## config.mk

```make
export PLATFORM = sky130hd
export DESIGN_NAME = i2s_audio_tx
export DESIGN_NICKNAME = d
export VERILOG_FILES = /design/src/rtl/i2s_audio_tx_pkg.sv /design/src/rtl/i2s_bclk_gen.sv /design/src/rtl/i2s_audio_tx.sv
export SDC_FILE = /design/constraint.sdc
export NUM_CORES = 1
export LEC_CHECK = 0
export CORE_AREA = 2 2 79 81
export CTS_CLUSTER_SIZE = 10
export DETAILED_ROUTE_END_ITERATION = 8
export DIE_AREA = 0 0 81 83
export PLACE_DENSITY = 0.57
export SETUP_SLACK_MARGIN = 0.02
export SLEW_MARGIN = 20
export SYNTH_ARGS = -nofsm -noshare
export SYNTH_HDL_FRONTEND = slang
export SYNTH_SLANG_ARGS = --single-unit
```

## constraint.sdc

```tcl
create_clock -name clk -period 2.5 [get_ports clk]
set_input_delay 0.625 -clock clk [delete_from_list [all_inputs] [get_ports clk]]
set_output_delay 0.625 -clock clk [all_outputs]
set_load 0.005 [all_outputs]
```

## src/rtl/i2s_audio_tx_pkg.sv

```systemverilog
// Shared definitions for the I2S transmit path: frame geometry, slot/word
// types and the offset-binary-12 to signed-16 sample conversion.
// Define I2S_AUDIO_TX_LJ_EN to select left-justified framing.
package i2s_audio_tx_pkg;

    localparam int I2S_SLOTS_PER_FRAME = 32;
    localparam int I2S_WORD_BITS       = 16;
    localparam int SLOT_W              = 5;
    localparam int DIV_W               = 8;

`ifdef I2S_AUDIO_TX_LJ_EN
    // Left-justified: the shift register is exactly one frame of data.
    localparam int SR_BITS = 2 * I2S_WORD_BITS;
`else
    // Standard I2S: one extra bit carries the previous right LSB into slot 0.
    localparam int SR_BITS = 2 * I2S_WORD_BITS + 1;
`endif

    typedef logic [SLOT_W-1:0]        slot_t;
    typedef logic [I2S_WORD_BITS-1:0] word_t;
    typedef logic [SR_BITS-1:0]       shreg_t;

    localparam slot_t SLOT_LAST = slot_t'(I2S_SLOTS_PER_FRAME - 1);

    // Offset binary -> two's complement is an MSB flip; the 12-bit value is
    // then left-aligned in the 16-bit word.
    function automatic word_t ob12_to_s16(input logic [11:0] s);
        return {~s[11], s[10:0], 4'b0000};
    endfunction

endpackage

```

## src/rtl/i2s_bclk_gen.sv

```systemverilog
// Bit-clock generator: divides clk by 2*CLK_DIV into bclk and flags the
// cycle in which bclk falls (fall_evt, combinational, one clk wide).
// Ports: clk, rst_n (async low), bclk, fall_evt.
module i2s_bclk_gen
    import i2s_audio_tx_pkg::*;
#(
    parameter int CLK_DIV = 8
) (
    input  logic clk,
    input  logic rst_n,
    output logic bclk,
    output logic fall_evt
);

    localparam logic [DIV_W-1:0] DIV_LAST = DIV_W'(CLK_DIV - 1);

    logic [DIV_W-1:0] div_cnt;
    logic             wrap;

    assign wrap     = (div_cnt == DIV_LAST);
    // bclk is about to toggle from 1 to 0 on this edge.
    assign fall_evt = wrap & bclk;

    always_ff @(posedge clk or negedge rst_n) begin
        if (!rst_n) begin
            div_cnt <= '0;
            bclk    <= 1'b0;
        end else if (wrap) begin
            div_cnt <= '0;
            bclk    <= ~bclk;
        end else begin
            div_cnt <= div_cnt + DIV_W'(1);
        end
    end

endmodule

```

## src/rtl/i2s_audio_tx.sv

```systemverilog
// Mono-to-stereo I2S transmitter: latches one 12-bit offset-binary sample per
// frame and shifts it MSB first on both channels. Default build is standard
// I2S (one-bit delay); define I2S_AUDIO_TX_LJ_EN for left-justified.
// Ports: clk, rst_n (async low), sample_in[11:0], mute, sample_strobe,
//        bclk, lrclk, sdata.
module i2s_audio_tx
    import i2s_audio_tx_pkg::*;
#(
    parameter int CLK_DIV = 8
) (
    input  logic        clk,
    input  logic        rst_n,
    input  logic [11:0] sample_in,
    input  logic        mute,
    output logic        sample_strobe,
    output logic        bclk,
    output logic        lrclk,
    output logic        sdata
);

    logic   fall_evt;
    logic   latch;
    slot_t  slot;
    slot_t  slot_nx;
    word_t  word_nx;
    shreg_t sr;
    shreg_t sr_load;

    i2s_bclk_gen #(
        .CLK_DIV (CLK_DIV)
    ) u_bclk_gen (
        .clk      (clk),
        .rst_n    (rst_n),
        .bclk     (bclk),
        .fall_evt (fall_evt)
    );

    assign slot_nx = slot + slot_t'(1);
    // The fall event entering slot 0 starts a new frame.
    assign latch   = fall_evt & (slot == SLOT_LAST);
    assign word_nx = mute ? '0 : ob12_to_s16(sample_in);

`ifdef I2S_AUDIO_TX_LJ_EN
    assign sr_load = {word_nx, word_nx};
`else
    word_t word;

    // Held word's LSB is the previous right-channel LSB, which the one-bit
    // delay pushes into slot 0 of the new frame.
    assign sr_load = {word[0], word_nx, word_nx};

    always_ff @(posedge clk or negedge rst_n) begin
        if (!rst_n) begin
            word <= '0;
        end else if (latch) begin
            word <= word_nx;
        end
    end
`endif

    assign sdata = sr[SR_BITS-1];

    always_ff @(posedge clk or negedge rst_n) begin
        if (!rst_n) begin
            slot          <= SLOT_LAST;
            lrclk         <= 1'b0;
            sr            <= '0;
            sample_strobe <= 1'b0;
        end else begin
            sample_strobe <= latch;
            if (fall_evt) begin
                slot  <= slot_nx;
                // Upper half of the frame is the right channel.
                lrclk <= slot_nx[SLOT_W-1];
                sr    <= latch ? sr_load : (sr << 1);
            end
        end
    end

endmodule

```

Word-level counts from Yosys, hierarchy flattened

Cells that the tools add are included.
W data, S select, Z words.

Register bits after elaboration: 50
Input port bits: 15
Output and inout port bits: 4

Add/subtract/negate cells: 2
Eq/ne operators: 2
Muxes and demuxes: 3
Bitwise logic cells: 4

Operator list:

| operator              | count |
|---|---|
| $mux W33              | 1 |
| $mux W16              | 1 |
| $add A8 B1 Y8 const B | 1 |
| $eq A8 B3 Y1 const B  | 1 |
| $mux W8               | 1 |
| $add A5 B1 Y5 const B | 1 |
| $eq A5 B5 Y1 const B  | 1 |
| $and A1 B1 Y1         | 2 |
| $not A1 Y1            | 2 |

Logic depth before layout (Yosys ltp)

Depth after elaboration: 4
Mapped depth: 7
Gate-level depth less buffers: 6

Modules after synthesis

Synthesis repeated with hierarchy kept, for this count alone.

Cell total of the unflattened synthesis: 193
Area, all modules: 2003.2 um^2

By module, submodules not included:

| module       | instances | cells each | area an instance (um^2) | seq. area each (um^2) |
|---|---|---|---|---|
| i2s_audio_tx | 1         | 161        | 1617.8                  | 907.1 |
| i2s_bclk_gen | 1         | 32         | 385.4                   | 225.2 |

Worst setup path after synthesis

OpenSTA, ideal clock, no wires.

Path type: register -> register
Start point: reg slot[0]
End point: reg sr[5]
Library setup time: 0.125 ns
Arrival time: 1.652 ns
Required time: 2.375 ns
Path slack: 0.723 ns
Stages on the path, launching flop included: 7
Period minus slack after synthesis: 1.777 ns
Cells stage by stage: dfstp_2 -> ha_1 -> and3_1 -> ha_1 -> clkbuf_1 -> o21ai_0 -> mux2_4

Cells in the longest elaborated chain, start to end: 3

RTL lines:

| item                     | RTL line           | text |
|---|---|---|
| start: declaration       | i2s_audio_tx.sv:23 | `slot_t slot;` |
| start signal: assignment | i2s_audio_tx.sv:72 | `slot <= slot_nx;` |
| $eq A5 B5 Y1             | i2s_audio_tx.sv:40 | `assign latch = fall_evt & (slot == SLOT_LAST);` |
| $and A1 B1 Y1            | i2s_audio_tx.sv:40 |  |
| $mux W33                 | i2s_audio_tx.sv:75 | `sr <= latch ? sr_load : (sr << 1);` |
| end signal: assignment   | i2s_audio_tx.sv:75 |  |
| end: declaration         | i2s_audio_tx.sv:26 | `shreg_t sr;` |

Every way passes these cells.
A chain may end at the register's enable or synchronous reset.

Final worst setup path

Start point: reg u_bclk_gen.div_cnt[3]
End point: reg sr[11]

Cells in the longest elaborated chain, start to end: 4

RTL lines:

| item                     | RTL line           | text |
|---|---|---|
| start: declaration       | i2s_bclk_gen.sv:17 | `logic [DIV_W-1:0] div_cnt;` |
| start signal: assignment | i2s_bclk_gen.sv:32 | `div_cnt <= div_cnt + DIV_W'(1);` |
| $eq A8 B3 Y1 (*)         | i2s_bclk_gen.sv:20 | `assign wrap = (div_cnt == DIV_LAST);` |
| $and A1 B1 Y1 (*)        | i2s_bclk_gen.sv:22 | `assign fall_evt = wrap & bclk;` |
| $and A1 B1 Y1            | i2s_audio_tx.sv:40 |  |
| $mux W33                 | i2s_audio_tx.sv:75 |  |

Every way passes the cells marked *; elsewhere a longest branch is shown, timed or not.

==> flow_summary.json <==
{
  "status": "finished clean",
  "grt_max_degree": 46,
  "rrSetupSlack_ns": 0.53,
  "place.gp.congestion": 0.728,
  "finalCriticalPeriod_ns": 1.97,
  "drc": 0,
  "setup_viol": 0,
  "dp_hpwl_um": 2370,
  "drive_gt1_share_pct": 25.1,
  "clkLatencyLatePin_ns": 0.29,
  "cp.required_ns": 2.68,
  "cts_resized": 0,
  "grt_pass1_wl_um": 6380,
  "ys_seq_elements": 45,
  "coreArea_sq_um": 5820,
  "netlist_instances": 182,
  "crit_family": "simple AND/OR/NAND/NOR gates",
  "die_x_um": 81,
  "drt_wl_total_um": 3640,
  "root_buffer": "clkbuf_8",
  "endpoint_kind": "flop",
  "ir_worst_vdd_mv": 0.254,
  "clockBufferDepth": 2,
  "finalMaxSlewViolations": 0,
  "gr-total-overflow": 0,
  "setup.worst_path.class": "flop to flop",
  "die-height_um": 83,
  "pin_count": 19,
  "cpPeakStageDelay_ns": 0.47,
  "slew_headroom_pct": 61.7,
  "cp.buffers_inverters": 1,
  "cp_slowest_cell": "dfrtp_1",
  "p_per_area_nw_per_um2": 468,
  "synth_area_leader_cell": "dfrtp_1",
  "via_per_inst": 4.74,
  "dr.pass1.iters": 4,
  "dieArea_sq_um": 6720,
  "fin_skew_ns": 0.00838,
  "post-cts-setup-buffer-count": 0,
  "synth_area_per_cell_sq_um": 12.5,
  "ys_types": 28,
  "hold_class": "input pin to asynchronous set/reset pin",
  "rr_startpoint": "u_bclk_gen.div_cnt[3]$_DFF_PN0_",
  "synth.area.top_cells": "dfrtp_1, mux2_4, dfstp_2",
  "cts_sinks": 45,
  "rows": 28,
  "cts_max_level": 2,
  "synth_warnings": 0,
  "antenna_left": 0,
  "fin_crit_sh_pct": 78.7,
  "setup_tns_ns": 0,
  "num-fill-cells": 575,
  "yosysSeqAreaShare_pct": 49.8,
  "syn_area_sq_um": 2270,
  "cts_tree": "built",
  "worst_slew_pin_slew_ns": 0.574,
  "insertedDiodeCount": 0,
  "final_nets": 220,
  "cts_buffers": 5,
  "cp.arrival_ns": 2.14,
  "port_buffers": 18,
  "fmax_ghz": 0.508,
  "hold_viol": 0,
  "hold_buffers": 0,
  "power_w": 0.00122,
  "crit_chain": "nor4_4 -> nand3_4 -> buf_12 -> mux2_4",
  "reg2reg_to": "sr[11]$_DFFE_PN0P_",
  "clk_pin_slew_worst_paths_ns": 0.08,
  "cap_violations": 0,
  "synth_nets": 200,
  "antenna_found_initial": 0,
  "cp-start-kind": "flop",
  "rsz0062_at_grt": "false",
  "p_leak_nw": 1.25,
  "drtIter0Drc": 99,
  "wl_per_cell_um": 13.1,
  "initial_core_util_pct": 39.1,
  "crit_fanout": 19,
  "area_growth_pct": 15.0,
  "grtUsageTotal_pct": 12.0,
  "vias": 1318,
  "synth_top_area_share_pct": 44.0,
  "ff2ff_path_depth": 4,
  "first_global_vias": 1355
}
cell usage in the layout, fill, tap and decap left out:
| cell type | count |
|---|---|
| dfrtp_1 | 40 |
| and3b_1 | 1 |
| o22ai_1 | 2 |
| mux2_4 | 27 |
| nand3_1 | 4 |
| dfstp_2 | 5 |
| and3_2 | 1 |
| buf_2 | 1 |
| o21ai_0 | 21 |
| nand4_1 | 2 |
| mux2i_1 | 2 |
| nor4_4 | 2 |
| clkbuf_8 | 6 |
| clkdlybuf4s50_1 | 17 |
| clkbuf_1 | 2 |
| nor3b_1 | 1 |
| nand3b_1 | 11 |
| xnor2_1 | 7 |
| nand2b_1 | 2 |
| ha_1 | 3 |
| buf_12 | 1 |
| nor2b_1 | 5 |
| nand3_4 | 1 |
| or4_4 | 1 |
| inv_1 | 23 |
| buf_4 | 2 |
| nand2_1 | 1 |
| nor2_1 | 2 |
| and3_1 | 3 |
| mux2_2 | 3 |
| xor2_1 | 3 |
| nor3_4 | 1 |
Yosys cell counts:
cell type  instances
mux2i_1            2
buf_6              3
and3_2             1
o22ai_1            2
clkbuf_1           5
nor2b_1            5
inv_1             23
xor2_1             3
nand2_1            1
mux2_4            27
o21ai_0           21
nand3_4            1
xnor2_1            7
nor3_4             1
dfstp_2            5
and3_1             3
or4_4              1
nand3_1            4
ha_1               3
mux2_2             3
and3b_1            1
nor2_1             2
nor3b_1            1
dfrtp_1           40
nand3b_1          11
nor4_4             2
nand4_1            2
nand2b_1           2
routing by layer:
layer | routed length [um] | global-route usage (%) | vias to the layer above
li1 | - | - | 654
met2 | 1710 | 18.3 | 17
met3 | 120 | 2.93 | 2
met5 | 0 | 0 | -
met4 | 8 | 4.16 | 0
met1 | 1810 | 16.6 | 645
registers in the layout, indices dropped and copies added (netlist names):
register            count
sr                     29
u_bclk_gen.div_cnt      8
slot                    5
lrclk                   1
sample_strobe           1
u_bclk_gen.bclk         1
per-stage QoR:
stage	cell area (sq um)	util [%]	std cells	hold slack, ns	setup WS (ns)
finish	2620	45.0	278	0.406	0.533
global route	2620	45.0	278	0.452	0.422
detailed placement	2520	43.4	270	0.454	0.514
floorplan	2270	-	182	0.329	0.723
CTS	2620	45.0	278	0.426	0.516
global placement	2520	43.4	270	0.445	0.496
final cells by class:
cell class | count | area, sq um | share of cell area [%]
Inverter | 23 | 86.3 | 3.30
Clock buffer | 8 | 90.1 | 3.44
Tap cell | 75 | 93.8 | 3.59
Multi-Input combinational cell | 106 | 1000 | 38.3
Timing Repair Buffer | 21 | 210 | 8.04
Sequential cell | 45 | 1130 | 43.3
kinds of logic (layout without fill, tap and decap cells):
group	count (synthesis)	in the layout	synth area share, %
adder cells (fa/ha/maj)	3	3	1.65
multiplexers	32	32	20.2
AND/OR/NAND/NOR	38	38	13.2
XOR/XNOR	10	10	3.85
flip-flops	45	45	49.8
AO/OA/AOI/OAI	23	23	5.17
buffers and inverters	31	52	6.11
worst max path at each step:
stage	startpoint	endpoint	cells past startpoint
6_report	u_bclk_gen.div_cnt[3]$_DFF_PN0_	sr[11]$_DFFE_PN0P_	4
3_5_place_dp	mute	sr[11]$_DFFE_PN0P_	4
2_1_floorplan	slot[0]$_DFFE_PN1P_	sr[5]$_DFFE_PN0P_	6
5_1_grt	slot[0]$_DFFE_PN1P_	sr[12]$_DFFE_PN0P_	6
4_1_cts	u_bclk_gen.div_cnt[3]$_DFF_PN0_	sr[25]$_DFFE_PN0P_	4
3_3_place_gp	mute	sr[14]$_DFFE_PN0P_	4
power by group:
group	switching (W)	total, W	internal, W
sequential	0	0.000728	0.000728
combinational	0.0000197	0.0000419	0.0000222
clock	0.000229	0.000455	0.000226
total	0.000249	0.00122	0.000975
(Power assumes the default switching activity.)
